$ cat config.mk
export PLATFORM = sky130hd
export DESIGN_NAME = rv32_pc_unit
export DESIGN_NICKNAME = d
export VERILOG_FILES = /design/src/rtl/rv32_pc_unit.sv
export SDC_FILE = /design/constraint.sdc
export NUM_CORES = 1
export LEC_CHECK = 0
export CORE_AREA = 2 2 148 150
export CTS_CLUSTER_DIAMETER = 30
export DETAILED_ROUTE_END_ITERATION = 8
export DIE_AREA = 0 0 150 152
export GPL_ROUTABILITY_DRIVEN = 0
export MAX_ROUTING_LAYER = met4
export PLACE_DENSITY = 0.75
export SYNTH_ARGS = -nofsm -noshare
export SYNTH_HDL_FRONTEND = slang
export SYNTH_SLANG_ARGS = --single-unit
$ cat constraint.sdc
create_clock -name clk -period 4.6 [get_ports clk]
set_input_delay 1.15 -clock clk [delete_from_list [all_inputs] [get_ports clk]]
set_output_delay 1.15 -clock clk [all_outputs]
set_load 0.05 [all_outputs]
$ cat src/rtl/rv32_pc_unit.sv
// RV32 fetch program counter: trap/mret/redirect/return/stall/sequential next-PC
// selection with a circular return-address stack and misaligned-target rejection.
module rv32_pc_unit #(
  parameter int unsigned     XLEN         = 32,
  parameter logic [XLEN-1:0] RESET_VECTOR = XLEN'(32'h0000_0000),
  parameter logic [XLEN-1:0] TRAP_VECTOR  = XLEN'(32'h0000_0100),
  parameter int unsigned     RAS_DEPTH    = 4
) (
  input  logic            clk,
  input  logic            reset_n,
  input  logic            stall_i,
  input  logic            redirect_i,
  input  logic [XLEN-1:0] redirect_pc_i,
  input  logic            call_i,
  input  logic            ret_i,
  input  logic            trap_i,
  input  logic            mret_i,
  output logic [XLEN-1:0] pc_o,
  output logic [XLEN-1:0] pc_plus4_o,
  output logic            pc_valid_o,
  output logic [XLEN-1:0] mepc_o,
  output logic            misaligned_o,
  output logic [XLEN-1:0] bad_addr_o,
  output logic            ras_empty_o
);

  localparam int unsigned PW = (RAS_DEPTH > 1) ? $clog2(RAS_DEPTH) : 1;
  localparam int unsigned CW = $clog2(RAS_DEPTH + 1);

  logic [XLEN-1:0] ras_mem [RAS_DEPTH];
  logic [PW-1:0]   ras_top;
  logic [CW-1:0]   ras_count;
  logic            started;

  logic do_trap, do_mret, redir_ok, redir_bad, do_ret, do_seq;
  logic ras_push, ras_pop;

  assign pc_plus4_o  = pc_o + XLEN'(4);
  assign ras_empty_o = (ras_count == '0);

  // Nothing advances on the first edge after reset release; only pc_valid_o rises.
  always_comb begin
    do_trap   = 1'b0;
    do_mret   = 1'b0;
    redir_ok  = 1'b0;
    redir_bad = 1'b0;
    do_ret    = 1'b0;
    do_seq    = 1'b0;
    if (started) begin
      if (trap_i)                               do_trap   = 1'b1;
      else if (mret_i)                          do_mret   = 1'b1;
      else if (redirect_i) begin
        if (redirect_pc_i[1:0] == 2'b00)        redir_ok  = 1'b1;
        else                                    redir_bad = 1'b1;
      end
      else if (ret_i)                           do_ret    = 1'b1;
      else if (!stall_i)                        do_seq    = 1'b1;
    end
    ras_push = redir_ok & call_i;
    ras_pop  = do_ret & ~ras_empty_o;
  end

  always_ff @(posedge clk or negedge reset_n) begin
    if (!reset_n) begin
      pc_o         <= RESET_VECTOR;
      mepc_o       <= '0;
      bad_addr_o   <= '0;
      misaligned_o <= 1'b0;
      pc_valid_o   <= 1'b0;
      started      <= 1'b0;
      ras_top      <= '0;
      ras_count    <= '0;
    end else begin
      misaligned_o <= redir_bad;
      if (!started) begin
        started    <= 1'b1;
        pc_valid_o <= 1'b1;
      end
      if (do_trap) begin
        pc_o       <= TRAP_VECTOR;
        mepc_o     <= pc_o;
        pc_valid_o <= 1'b0;
      end else if (do_mret) begin
        pc_o       <= mepc_o;
        pc_valid_o <= 1'b0;
      end else if (redir_ok) begin
        pc_o       <= redirect_pc_i;
        pc_valid_o <= 1'b0;
      end else if (redir_bad) begin
        bad_addr_o <= redirect_pc_i;
        pc_valid_o <= 1'b1;
      end else if (do_ret) begin
        pc_o       <= ras_pop ? ras_mem[ras_top] : pc_plus4_o;
        pc_valid_o <= 1'b0;
      end else if (do_seq) begin
        pc_o       <= pc_plus4_o;
        pc_valid_o <= 1'b1;
      end
      // A push on a full stack lands on the oldest slot; the count just saturates.
      if (ras_push) begin
        ras_top <= ras_top + PW'(1);
        if (ras_count != CW'(RAS_DEPTH)) ras_count <= ras_count + CW'(1);
      end else if (ras_pop) begin
        ras_top   <= ras_top - PW'(1);
        ras_count <= ras_count - CW'(1);
      end
    end
  end

  always_ff @(posedge clk) begin
    if (ras_push) ras_mem[ras_top + PW'(1)] <= pc_plus4_o;
  end

endmodule

# ---- Word level (Yosys, flattened, before mapping)
# Memory sizes are Yosys's and may differ from the RTL's.
# Cells that the tools add are included.
dict set report totals {
  register_bits 104
  out_inout_bits 131
  elab_cells 78
  latchBits 0
  romBits 0
  ramBits 128
  n_memories 1
}
# name depth width rd rd_ports_with_merged_regs write_ports line
set memory_table {}
lappend memory_table {ras_mem 4 32 1 0 1 30} ;# logic [XLEN-1:0] ras_mem [RAS_DEPTH];
dict set report op_classes {
  muxes 47
  shift 0
  order_cmp 0
  n_eq_ne 4
  n_div 0
  multipliers 0
  bitwise 6
  n_addsub 5
  reduce_logical 7
}
# op count
set ops {}
lappend ops {{2-to-1 mux 32 bit} 7}
lappend ops {{2-to-1 mux 1 bit} 35}
lappend ops {{adder 32 x 3 -> 32 bit, second input constant} 1}
lappend ops {{2-to-1 mux 3 bit} 3}
lappend ops {{!= test 7 x 1 -> 1 bit, second input constant} 1}
lappend ops {{nonzero test 5 bit} 1}
lappend ops {{2-to-1 mux 2 bit} 2}
lappend ops {{!= test 4 bit, second input constant} 1}
lappend ops {{NOT 1 bit} 4}
lappend ops {{AND reduction 2 bit} 2}
lappend ops {{AND reduction 4 bit} 1}
lappend ops {{adder 3 x 1 -> 3 bit, second input constant} 1}
lappend ops {{logical NOT 3 bit} 1}
lappend ops {{!= test 3 bit, second input constant} 1}
lappend ops {{subtractor 3 x 1 -> 3 bit, second input constant} 1}
lappend ops {{adder 2 x 1 -> 2 bit, second input constant} 1}
lappend ops {{AND 1 bit} 2}
lappend ops {{logical NOT 2 bit} 1}
lappend ops {{!= test 2 x 1 -> 1 bit, second input constant} 1}
lappend ops {{nonzero test 2 bit} 1}
lappend ops {{subtractor 2 x 1 -> 2 bit, second input constant} 1}

# ---- Depth between registers and ports, before layout
# Gate-level depths: netlist of run 1.
dict set report logic_depth {
  ltp_word 12
  mapped_depth 8
  mapped_depth_nobuf 6
}

# ---- Least setup slack after synthesis of run 1
# Ideal clock, no wire load.
dict set report synth_path {
  path_type {reg2out}
  from {register pc_o[4]}
  to {output port pc_plus4_o[27]}
  arrival_time_ns 2.712
  stages_incl_launch_ff 6
  setup_slack_ns 0.738
  t_required_ns 3.450
  cell_sequence {dfrtp_1 -> buf_2 -> and4_1 -> nand3_1 -> or3_1 -> xnor2_1}
}
dict set report synth_between {
  elab_chain_cells 1
}
# item line
set synth_lines {}
lappend synth_lines {{start: declaration} 18} ;# output logic [XLEN-1:0] pc_o,
lappend synth_lines {{start signal: assignment} 84} ;# pc_o <= mepc_o;
lappend synth_lines {{start signal: assignment} 87} ;# pc_o <= redirect_pc_i;
lappend synth_lines {{start signal: assignment} 93} ;# pc_o <= ras_pop ? ras_mem[ras_top] : pc_plus4_o;
lappend synth_lines {{adder 32 x 3 -> 32 bit} 38} ;# assign pc_plus4_o = pc_o + XLEN'(4);
lappend synth_lines {{end: declaration} 19} ;# output logic [XLEN-1:0] pc_plus4_o,
# No other way between the ends.

# ---- Final worst setup path of run 1
dict set report layout_path {
  from {register pc_o[12]}
  to {output port pc_plus4_o[28]}
}
# Same word-level chain as after synthesis.

==> results by group, run 1 <==
Setup path
  – Critical Path Start Type: flip-flop
  – Cells on worst reg2reg path: 5
  – Worst reg2reg setup slack: 2.08 ns
  – Crit path kind: reg -> out
  – CP arrival: 3.28 ns
  – Critical path fanouts, max: 8
  – Crit. End Element: output port
  – Worst reg2reg path startpoint: started$_DFF_PN0_
  – CP required: 3.45 ns
  – Worst r2r dst: ras_mem[1][17]$_DFFE_PP_

Placed design
  – DP Wirelength: 19740 µm
  – I/O Buffers: 170

Synthesis
  – FF+latch count, synth: 232
  – Most used DFF post-synth: edfxtp_1
  – Yosys top cell area share: 36.66%
  – Yosys warnings: 0
  – Synthesized instance count: 778
  – Synth Area per Inst: 13.48 µm²
  – Sequential area share after synthesis: 61.48%
  – Syn nets: 824
  – FFs w/ async S/R, synth: 44.83%
  – Mapped Area: 10490 µm²
  – Yosys top cell by area: edfxtp_1
  – Most area-consuming cells after synthesis: edfxtp_1 (37%), dfrtp_1 (25%), mux4_2 (6.9%), nand2_1 (5.1%), mux2_2 (3.4%)
  – Cell variety after synth: 80
  – Number of flops mapped to enable cells by yosys: 128

Run status
  – Status: complete, no violations

Route
  – Initial drt markers: 756
  – Total vias in the final route: 7602
  – Post-Route WL: 29860 µm
  – Routed Antenna Nets: 0
  – Pre-Repair DR Iteration Count: 5
  – Vias per std cell: 5.958
  – WL per Instance: 23.40 µm
  – DRC errors left: 0

Floorplanning
  – Die area: 22800 µm²
  – IO Count: 171
  – Starting Density: 49.11%
  – Die Ht: 152 µm
  – Rows: 54
  – Core ar.: 21350 µm²
  – Die width: 150 µm

Timing
  – Max transition margin: 33.33%
  – Least-Margin Pin Slew: 1.000 ns
  – Fmax: 0.2258 GHz
  – Setup Skew: 0.01424 ns
  – Final setup TNS: 0 ns
  – RSZ-0062 raised after global routing: no
  – Max Slew Vio Count: 0
  – Final setup vio count: 0
  – Period Utilization, post-route: 96.30%
  – Tmin final: 4.430 ns
  – Final Hold Viols: 0

Clocking
  – # clock sinks: 232
  – Clock-pin slew on the worst setup and hold paths: 0.05 ns
  – Clock buffer count from CTS: 42
  – Setup Buffers After CTS: 0
  – H-tree depth: 2
  – CTS Buffer Depth: 3
  – Clock Latency Late Sink: 0.52 ns
  – TritonCTS clock tree: yes
  – Root Driver: clkbuf_16

Layout
  – Final core utilization: 64.84%
  – P&R area growth vs syn: 32.03%
  – Fillcell total: 1639
  – N_diodes: 0
  – Layout cells sized above 1: 18.57%
  – Nets: 1009

Power and ir drop
  – Leak pwr: 0.005557 µW
  – Peak supply drop: 0.3336 mV
  – Net Sw Frac: 31.54%
  – NetSw: 2309 µW
  – Sequential share of power: 35.5%
  – Clock share of power: 41.2%
  – Logic pwr share: 23.4%
  – Int Power: 5012 µW
  – PD cells: 528.9 nW/µm²

Min path
  – Hold crit path type: reg -> reg
  – Hold Startpoint: bad_addr_o[7]$_DFFE_PN0P_
  – WHS Path Cells: 2
  – Hold EP: bad_addr_o[7]$_DFFE_PN0P_

Global routing
  – Global-route wire length before repair: 45550 µm
  – Initial antenna violation count: 0
  – Pin count of the biggest net entering global routing: 71
  – Grt ovf: 0
  – Vias in the first global route: 7541
  – Total track usage: 27.16%

Flow run
  – Max Cap Viol: 0
sequential cells by signal (all words and copies together), names as in the netlist:
name          cells
misaligned_o      1
bad_addr_o       32
ras_top           2
ras_mem         128
pc_valid_o        1
mepc_o           32
started           1
pc_o             32
ras_count         3
repair_timing:
| action | 4_1_cts | 5_1_grt |
|---|---|---|
| setup endpoints to repair | 0 | 5 |
| resized for setup | 0 | 4 |
| hold buffers | 0 | 0 |
synthesized netlist by cell type, types with 8 or more instances:
cell,n
nor2_1,21
edfxtp_1,128
a21oi_1,8
inv_1,10
a31oi_1,10
a21o_1,10
buf_2,13
nand3_1,21
dfrtp_1,104
nand2_1,142
o221ai_1,17
o21ai_0,23
mux4_2,32
clkbuf_1,25
xnor2_1,15
mux2_2,32
nand4_1,10
through the flow:
step                worst slack [ns]  hold slack, ns  area [µm²]  total power [µW]  instances
floorplan                     0.7375          0.5332       10490              3731        778
global placement              0.6106          0.4584       12440              4306       1199
detailed placement            0.5825          0.4624       12440              4330       1199
CTS                         0.002741          0.4728       13830              7351       1276
global route                 0.01745          0.4875       13840              7564       1276
finish                        0.1703          0.4705       13840              7321       1276
power by group through the flow:
stage               combinational (µW)  clock, µW  sequential (µW)
finish                            1710       3010             2600
detailed placement                1700          0             2630
global route                      1790       3150             2620
floorplan                          752          0             2980
CTS                               1720       3040             2590
global placement                  1680          0             2620
layout make-up:
type                       instances  area [µm²]  share of cell area [%]
timing repair buffer             192        1907                   13.77
clock buffer                      54        1149                   8.297
clock inverter                    23       246.5                   1.781
multi-input combinational        485        3706                   26.77
tap                              280       350.3                   2.531
sequential                       232        6447                   46.57
inverter                          10       37.54                  0.2711
critical path, cell delays in order (launching register included):
cell	delay, ns
dfrtp_1	0.53
nand4_4	0.19
nor4_4	0.52
nand4_2	0.21
xnor2_1	0.42
clkdlybuf4s50_1	0.89
kinds of logic after synthesis:
logic type,Yosys count,share of synthesized area (%)
AND/OR/NAND/NOR,256,12.14
flip-flops,232,61.48
AO/OA/AOI/OAI,133,9.809
multiplexers,68,10.69
buffers and inverters,61,3.305
XOR/XNOR,21,1.754
adder cells (fa/ha/maj),6,0.7876
other,1,0.03577
cell usage in the layout, fill, tap and decap left out, drive strengths merged, types with 5 or more instances in the layout:
cell,synthesis,layout
clkinv,0,12
and4,7,7
nand3,21,21
o221ai,17,17
buf,20,24
mux2,32,32
a21o,10,10
xor2,6,6
a21oi,8,8
clkdlybuf4s50,0,165
a22oi,5,5
nor4,9,9
nand2,142,142
mux4,32,32
inv,10,13
edfxtp,128,128
o31a,6,6
and3,7,7
nand4,12,12
xnor2,15,15
ha,5,5
a22o,6,6
a211oi,6,6
dfrtp,104,104
nor2,21,21
clkbuf,30,54
nor3,7,7
a31oi,10,10
o21ai,24,24
or2,7,7
and2,5,5
o221a,5,5
routing by layer:
| layer | GRT usage, % | vias up | part of all wire, % |
|---|---|---|---|
| li1 | - | 3351 | - |
| met1 | 37.61 | 3741 | 41 |
| met2 | 39.64 | 426 | 46 |
| met3 | 5.796 | 84 | 9.4 |
| met4 | 10.29 | 0 | 3.6 |
| met5 | - | - | 0 |
how the worst max path moves through the flow:
stage / from / to / slack (ns) / depth (start not counted)
2_1_floorplan: pc_o[4]$_DFFE_PN0P_ / pc_plus4_o[27] / 0.74 / 5
3_3_place_gp: pc_o[2]$_DFFE_PN0P_ / pc_plus4_o[30] / 0.61 / 6
3_5_place_dp: pc_o[2]$_DFFE_PN0P_ / pc_plus4_o[30] / 0.58 / 6
4_1_cts: pc_o[2]$_DFFE_PN0P_ / pc_plus4_o[26] / 0.003 / 6
5_1_grt: pc_o[12]$_DFFE_PN0P_ / pc_plus4_o[28] / 0.02 / 5
6_report: pc_o[12]$_DFFE_PN0P_ / pc_plus4_o[28] / 0.17 / 5
No activity file was read; power rests on OpenSTA's default activity.
==> inputs of run 2 (changes only) <==
SLEW_MARGIN = 20   (was unset)
==> results of run 2 <==
The final DEF is identical to that of run 1; final timing and power are the same.
